===== src/rtl/instr_encoder.sv =====
// Y86-style instruction encoder: serialises one accepted instruction into
// instruction memory one byte per cycle, with bound checking and halt tracking.
module instr_encoder (
    input  logic        clk,
    input  logic        reset,
    input  logic        in_valid,
    output logic        in_ready,
    input  logic [3:0]  icode,
    input  logic [3:0]  ifun,
    input  logic [3:0]  ra,
    input  logic [3:0]  rb,
    input  logic [63:0] valC,
    input  logic        addr_load,
    input  logic [63:0] addr_in,
    output logic        mem_we,
    output logic [63:0] mem_addr,
    output logic [7:0]  mem_data,
    output logic        instr_invalid,
    output logic        imem_error,
    output logic        HLT
);

    typedef enum logic [1:0] {
        IDLE = 2'd0,
        EMIT = 2'd1,
        ERR  = 2'd2
    } state_t;

    localparam logic [63:0] MEM_TOP = 64'd1023;

    state_t      state_r;
    logic [63:0] ptr_r;
    logic [3:0]  idx_r;
    logic [3:0]  len_r;
    logic [3:0]  icode_r;
    logic [3:0]  ra_r;
    logic [3:0]  rb_r;
    logic [63:0] valc_r;
    logic        mem_we_r;
    logic [63:0] mem_addr_r;
    logic [7:0]  mem_data_r;
    logic        instr_invalid_r;
    logic        imem_error_r;
    logic        hlt_r;

    logic [3:0]  accept_len_s;
    logic [63:0] ptr_inc_s;
    logic [3:0]  next_idx_s;
    logic        last_byte_s;
    logic [7:0]  next_byte_s;

    // Encoded length per icode; zero marks an icode that is rejected.
    function automatic logic [3:0] enc_len(input logic [3:0] code);
        case (code)
            4'h0, 4'h1, 4'h9:       enc_len = 4'd1;
            4'h2, 4'h6, 4'hA, 4'hB: enc_len = 4'd2;
            4'h7, 4'h8:             enc_len = 4'd9;
            4'h3, 4'h4, 4'h5:       enc_len = 4'd10;
            default:                enc_len = 4'd0;
        endcase
    endfunction

    // Byte at position idx >= 1: register byte when present, then valC MSB first.
    function automatic logic [7:0] byte_sel(input logic [3:0] a, input logic [3:0] b,
                                            input logic [63:0] c, input logic [3:0] idx,
                                            input logic [3:0] len);
        logic [3:0]  vidx;
        logic [6:0]  sh;
        logic [63:0] shifted;
        vidx    = 4'd0;
        sh      = 7'd0;
        shifted = 64'd0;
        if ((len == 4'd2 || len == 4'd10) && idx == 4'd1) begin
            byte_sel = {a, b};
        end else begin
            vidx     = (len == 4'd10) ? (idx - 4'd2) : (idx - 4'd1);
            sh       = {vidx, 3'b000};
            shifted  = c << sh;
            byte_sel = shifted[63:56];
        end
    endfunction

    // Lookahead values for the byte that follows the one being written now.
    always_comb begin
        accept_len_s = enc_len(icode);
        ptr_inc_s    = ptr_r + 64'd1;
        next_idx_s   = idx_r + 4'd1;
        last_byte_s  = (next_idx_s == len_r);
        next_byte_s  = byte_sel(ra_r, rb_r, valc_r, next_idx_s, len_r);
    end

    assign in_ready      = (state_r == IDLE) && !addr_load;
    assign mem_we        = mem_we_r;
    assign mem_addr      = mem_addr_r;
    assign mem_data      = mem_data_r;
    assign instr_invalid = instr_invalid_r;
    assign imem_error    = imem_error_r;
    assign HLT           = hlt_r;

    // Controller: outputs are loaded one edge ahead so each EMIT cycle presents its byte.
    always_ff @(posedge clk) begin
        if (reset) begin
            state_r         <= IDLE;
            ptr_r           <= 64'd0;
            idx_r           <= 4'd0;
            len_r           <= 4'd0;
            icode_r         <= 4'd0;
            ra_r            <= 4'd0;
            rb_r            <= 4'd0;
            valc_r          <= 64'd0;
            mem_we_r        <= 1'b0;
            mem_addr_r      <= 64'd0;
            mem_data_r      <= 8'd0;
            instr_invalid_r <= 1'b0;
            imem_error_r    <= 1'b0;
            hlt_r           <= 1'b0;
        end else begin
            mem_we_r        <= 1'b0;
            instr_invalid_r <= 1'b0;
            case (state_r)
                IDLE: begin
                    if (addr_load) begin
                        ptr_r <= addr_in;
                    end else if (in_valid) begin
                        if (accept_len_s == 4'd0) begin
                            instr_invalid_r <= 1'b1;
                        end else begin
                            icode_r    <= icode;
                            ra_r       <= ra;
                            rb_r       <= rb;
                            valc_r     <= valC;
                            len_r      <= accept_len_s;
                            idx_r      <= 4'd0;
                            state_r    <= EMIT;
                            mem_we_r   <= (ptr_r <= MEM_TOP);
                            mem_addr_r <= ptr_r;
                            mem_data_r <= {icode, ifun};
                        end
                    end
                end
                EMIT: begin
                    if (ptr_r > MEM_TOP) begin
                        state_r      <= ERR;
                        imem_error_r <= 1'b1;
                    end else begin
                        ptr_r <= ptr_inc_s;
                        if (last_byte_s) begin
                            state_r <= IDLE;
                            idx_r   <= 4'd0;
                            if (icode_r == 4'h0) begin
                                hlt_r <= 1'b1;
                            end
                        end else begin
                            idx_r      <= next_idx_s;
                            mem_we_r   <= (ptr_inc_s <= MEM_TOP);
                            mem_addr_r <= ptr_inc_s;
                            mem_data_r <= next_byte_s;
                        end
                    end
                end
                ERR: begin
                    state_r <= ERR;
                end
                default: begin
                    state_r <= ERR;
                end
            endcase
        end
    end

endmodule


===== config.mk =====
export PLATFORM = sky130hd
export DESIGN_NAME = instr_encoder
export DESIGN_NICKNAME = d
export VERILOG_FILES = /design/src/rtl/instr_encoder.sv
export SDC_FILE = /design/constraint.sdc
export NUM_CORES = 1
export LEC_CHECK = 0
export CAP_MARGIN = 20
export CELL_PAD_IN_SITES_DETAIL_PLACEMENT = 0
export CELL_PAD_IN_SITES_GLOBAL_PLACEMENT = 1
export CORE_ASPECT_RATIO = 1.25
export CORE_MARGIN = 1.5
export CORE_UTILIZATION = 37
export CTS_CLUSTER_SIZE = 10
export DETAILED_ROUTE_END_ITERATION = 8
export PLACE_DENSITY = 0.9
export SETUP_SLACK_MARGIN = 0.4
export SLEW_MARGIN = 20
export SYNTH_ARGS = -nofsm -noshare
export SYNTH_HDL_FRONTEND = slang
export SYNTH_SLANG_ARGS = --single-unit

===== constraint.sdc =====
create_clock -name clk -period 5.4 [get_ports clk]
set_clock_uncertainty 0.1 [all_clocks]
set_input_delay 0.54 -clock clk [delete_from_list [all_inputs] [get_ports clk]]
set_output_delay 0.54 -clock clk [all_outputs]
set_load 0.005 [all_outputs]

* Word-level counts from Yosys, hierarchy flattened
Memories as Yosys holds them, arrays and structs flattened. Index checks and enable logic that the tools add are counted.
Cells by class: bitwise operators 5, add/sub/neg operators 4, eq/ne operators 12, shift operators 1, order comparisons 3, reduce and logical (&&, ||, !) cells 16, multiplexer cells 36
Operator list (number):
- $mux 64 | 7
- $pmux 64 s2 | 2
- $le 64x10->1 const B | 2
- $add 64x1->64 const B | 1
- $gt 64x10->1 const B | 1
- $shl 64x7->64 | 1
- $mux 8 | 6
- $mux 4 | 6
- $pmux 8 s2 | 1
- $ne 2x2->1 const B | 6
- $reduce_and 4->1 | 3
- $mux 2 | 5
- $logic_not 4->1 | 2
- $pmux 4 s2 | 1
- $mux 1 | 6
- $reduce_and 6->1 | 1
- $not 1->1 | 5
- $reduce_and 5->1 | 1
- $add 4x1->4 const B | 1
- $eq 4x1->1 const B | 1
- $eq 4x2->1 const B | 1
- $eq 4x4->1 | 1
- $eq 4x4->1 const B | 1
- $pmux 2 s2 | 1
- other kinds (13) | 14
Storage, ports and cells: ROM bits 48, word-level logic and storage cells 92, register bits 226, memories kept 1
Memories:
- (no name shown) | words 16, width 3, read ports 1, clocked after memory_dff 0, write ports 0, RTL line 54 | case (code)

* Depth between registers and ports, before layout
depth in word-level cells 8, mapped depth 15, depth with buffers taken out 10

* Worst setup path before layout
OpenSTA, ideal clock, no wires.
path type reg-to-reg, from register idx_r[0], to register mem_data_r[7], in the netlist mem_data[7], required time 5.184 ns, setup time 0.116 ns, arrival time 3.611 ns, cell stages (with the launch flop) 16, slack 1.573 ns, cells stage by stage dfxtp_1 -> clkbuf_1 -> clkbuf_1 -> inv_1 -> clkbuf_1 -> ha_1 -> clkbuf_1 -> clkinv_1 -> clkbuf_1 -> ha_1 -> nand4b_1 -> o211ai_1 -> or3_1 -> a2111oi_0 -> a31oi_1 -> a31o_2
Between the ends: cells in the longest elaborated chain, start to end 8, elaborated cells between the ends (all ways) 14, those cells by class 3 x add/sub; 3 x eq/ne; 1 x shift; 5 x mux; 2 x reduce/logical
RTL lines:
- from (decl) | RTL line 33 | logic [3:0] idx_r;
- from (signal assigned) | RTL line 154 | idx_r <= next_idx_s;
- $add 4x1->4 * | RTL line 87 | next_idx_s = idx_r + 4'd1;
- $sub 4x1->4 or $sub 4x2->4 (tied branches) | RTL line 76 | vidx = (len == 4'd10) ? (idx - 4'd2) : (idx - 4'd1);
- $mux 4 | RTL line 76
- $shl 64x7->64 | RTL line 78 | shifted = c << sh;
- $mux 8 | RTL line 73 | if ((len == 4'd2 || len == 4'd10) && idx == 4'd1) begin
- $mux 8 | RTL line 147 | if (last_byte_s) begin
- $mux 8 | RTL line 142 | if (ptr_r > MEM_TOP) begin
- $pmux 8 s2 | RTL line 120 | case (state_r)
- to (signal assigned) | RTL line 137 | mem_data_r <= {icode, ifun};
- to (signal assigned) | RTL line 157 | mem_data_r <= next_byte_s;
- to (decl) | RTL line 41 | logic [7:0] mem_data_r;
Every way passes the cells marked *; elsewhere a longest branch is shown, timed or not. The select of a mux whose other input is x is not followed. A chain may end at the register's enable or synchronous reset.

* Final worst setup path
Ends and elaborated chain as after synthesis.

==> impl_metrics.tcl <==
set metrics [dict create \
    dieWidth_um 156 \
    routed_via_density 5.38 \
    hpwl_mm 23.4 \
    drtIter0Drc 663 \
    yosys.cell_types.count 70 \
    die-area_um2 30400 \
    synth_area_um2 10800 \
    drc_errors 0 \
    gp_congestion 0.841 \
    worst_setup_path_end_kind "register" \
    synth_seq_cells 225 \
    finalSetupViolCount 0 \
    post_cts_buffers 0 \
    synth_most_common_cell "nand2_1" \
    clockRootBuffer "clkbuf_16" \
    routedWlPerCell_um 17.0 \
    hold_viol_final 0 \
    synth_edf_count 0 \
    synth_warnings 0 \
    cts.clk_slew.worst_paths_ps 60 \
    rsz0062_at_grt "false" \
    start_kind "register" \
    avgSynthCellArea_um2 7.72 \
    grt_max_degree 115 \
    ys_seq_area_share_pct 41.5 \
    syn-num-nets 1558 \
    ctsHoldBuffers 0 \
    tightest_slew_ps 1040 \
    grt_pass1_vias 9849 \
    grt.total_usage_pct 21.2 \
    fin_nets 1705 \
    grt_pass1_wl_mm 52.1 \
    cts_tree "yes" \
    die_h_um 194 \
    numCtsBuffers 26 \
    final_cell_area_um2 13900 \
    finalSetupTns_ps 0 \
    async_reset_ff_share_pct 0 \
    synthToLayoutAreaGrowth_pct 28.4 \
    cts_buffer_depth 3 \
    antenna_cells 0 \
    cts_resized 0 \
    cts_sinks 225 \
    ys_top_cells_by_area "dfxtp_1, nand2_1, a21oi_1" \
    p_leak_nw 4.71 \
    drv_slew 0 \
    synth-main-ff-cell "dfxtp_1" \
    ant_nets 0 \
    power.total_w 0.00387 \
    yosysTopAreaCell "dfxtp_1" \
    clock_latency_ps 520 \
    p_per_area_nw_per_um2 278 \
    overflow 0 \
    synth_top_area_share_pct 41.5 \
    postPlaceCellArea_um2 13200 \
    io_buffers 224 \
    syn-instance-count 1404 \
    grt_antenna_before_repair 0 \
    postRouteWirelength_mm 33.0 \
    core_area_um2 28700 \
    hp-class "reg -> reg" \
    ir_worst_vdd_mv 0.183 \
    floorplan.initialDensity_pct 37.8 \
    worstSetupPathType "reg -> reg" \
    cts_htree_levels 1 \
    drive_above_1_share_pct 5.60 \
    whs_ps 350 \
    fmax_mhz 248 \
    layout_min_cycle_time_ps 4030 \
    dr.pass1.iters 5 \
    outcome "complete, no violations" \
    synth_commonest_cells "nand2_1, dfxtp_1, a21oi_1" \
    required_ps 5720 \
    cp.arrival_ps 4350 \
    crit_path_max_fanout 44 \
    relSlewSlack_pct 30.6 \
    rows 69 \
    via_count 10500 \
    max_cap_viol_count 0 \
    ios 225 \
    fin_crit_sh_pct 74.7 \
]
## cell type report
cell class                 count  area (µm²)
clock buffer                  29         683
clock inverter                 1        5.00
fill                        2845       14700
inverter                      19        71.3
multi-input combinational   1039        5790
sequential                   225        4500
tap                          390         488
timing repair buffer         240        2380
## metal layers
| layer | up-vias | global-route usage, % | share of wire [%] |
|---|---|---|---|
| met2 | 310 | 36.9 | 50 |
| met3 | 53 | 2.88 | 5.1 |
| li1 | 5212 | - | - |
| met1 | 4882 | 26.5 | 42 |
| met5 | - | 0 | 0 |
| met4 | 0 | 7.58 | 3.3 |
## power by group
group	leakage [nW]	switching [W]	internal [W]
clock network	0.339	0.000635	0.000876
logic	2.53	0.000259	0.000259
registers	1.84	0.0000881	0.00175
total	4.71	0.000982	0.00288
## stage by stage
step	worst slack [ps]	std cells	utilization (%)
6_report	1370	1943	48.6
5_1_grt	1080	1943	48.6
3_5_place_dp	1430	1913	46.2
3_3_place_gp	1520	1912	46.1
4_1_cts	1410	1943	48.6
2_1_floorplan	1570	1404	-
## registers in the layout, indices dropped and copies added (netlist names), 3 cells and up
| name | count |
|---|---|
| icode_r | 4 |
| idx_r | 4 |
| ra_r | 4 |
| valc_r | 64 |
| len_r | 3 |
| mem_data | 8 |
| mem_addr | 64 |
| ptr_r | 64 |
| rb_r | 4 |
## layout by cell type (no fill, tap or decap), types with 4 or more instances in the layout
cell,instances
nand3_1,95
nand2b_1,9
o21ai_0,15
a211oi_1,43
nand2_1,266
a21o_1,14
o31a_1,14
or3_1,27
nor3_1,54
nor4_2,4
nand4_1,19
clkdlybuf4s50_1,223
xor2_1,17
xnor2_1,23
and2_1,7
buf_4,15
a211oi_2,16
o22ai_1,7
dfxtp_1,225
ha_1,6
mux2i_1,4
o32ai_1,5
nor2b_1,5
clkbuf_16,27
o221ai_1,14
nand4b_1,4
nor4_1,15
a21oi_1,172
inv_1,18
a311o_1,7
nor2_1,118
## critical path, cell delays in order (launching register included)
cell and delay (ps):
dfxtp_1 300, buf_4 370, inv_1 120, ha_1 330, buf_4 290, clkinv_1 490
ha_1 480, nand4b_1 110, o211ai_1 270, or3_1 440, a2111oi_0 270, a31oi_1 100
a31o_2 250
## cell families (layout without fill, tap and decap cells)
group	Yosys count	count (layout)	share of synthesized area, %
and+or+nand+nor	646	646	27.5
AOI/OAI and AO/OA	340	340	20.9
DFF	225	225	41.5
buffers and inverters	140	289	5.49
xor gates and xnor gates	42	42	3.46
adders and majority gates	6	6	0.692
muxes	5	5	0.473
## path summary, 6_finish.rpt
path                                     to  cells after the start  slack [ps]                       from
setup / recovery   mem_data[7]$_SDFFE_PP0P_                     12        1370      idx_r[0]$_SDFFE_PP0P_
hold / removal    mem_addr[63]$_SDFFE_PP0P_                      2         350  mem_addr[63]$_SDFFE_PP0P_
setup reg to reg   mem_data[7]$_SDFFE_PP0P_                     12        1370      idx_r[0]$_SDFFE_PP0P_
hold reg to reg   mem_addr[63]$_SDFFE_PP0P_                      2         350  mem_addr[63]$_SDFFE_PP0P_
No activity file was read; power rests on OpenSTA's default activity.
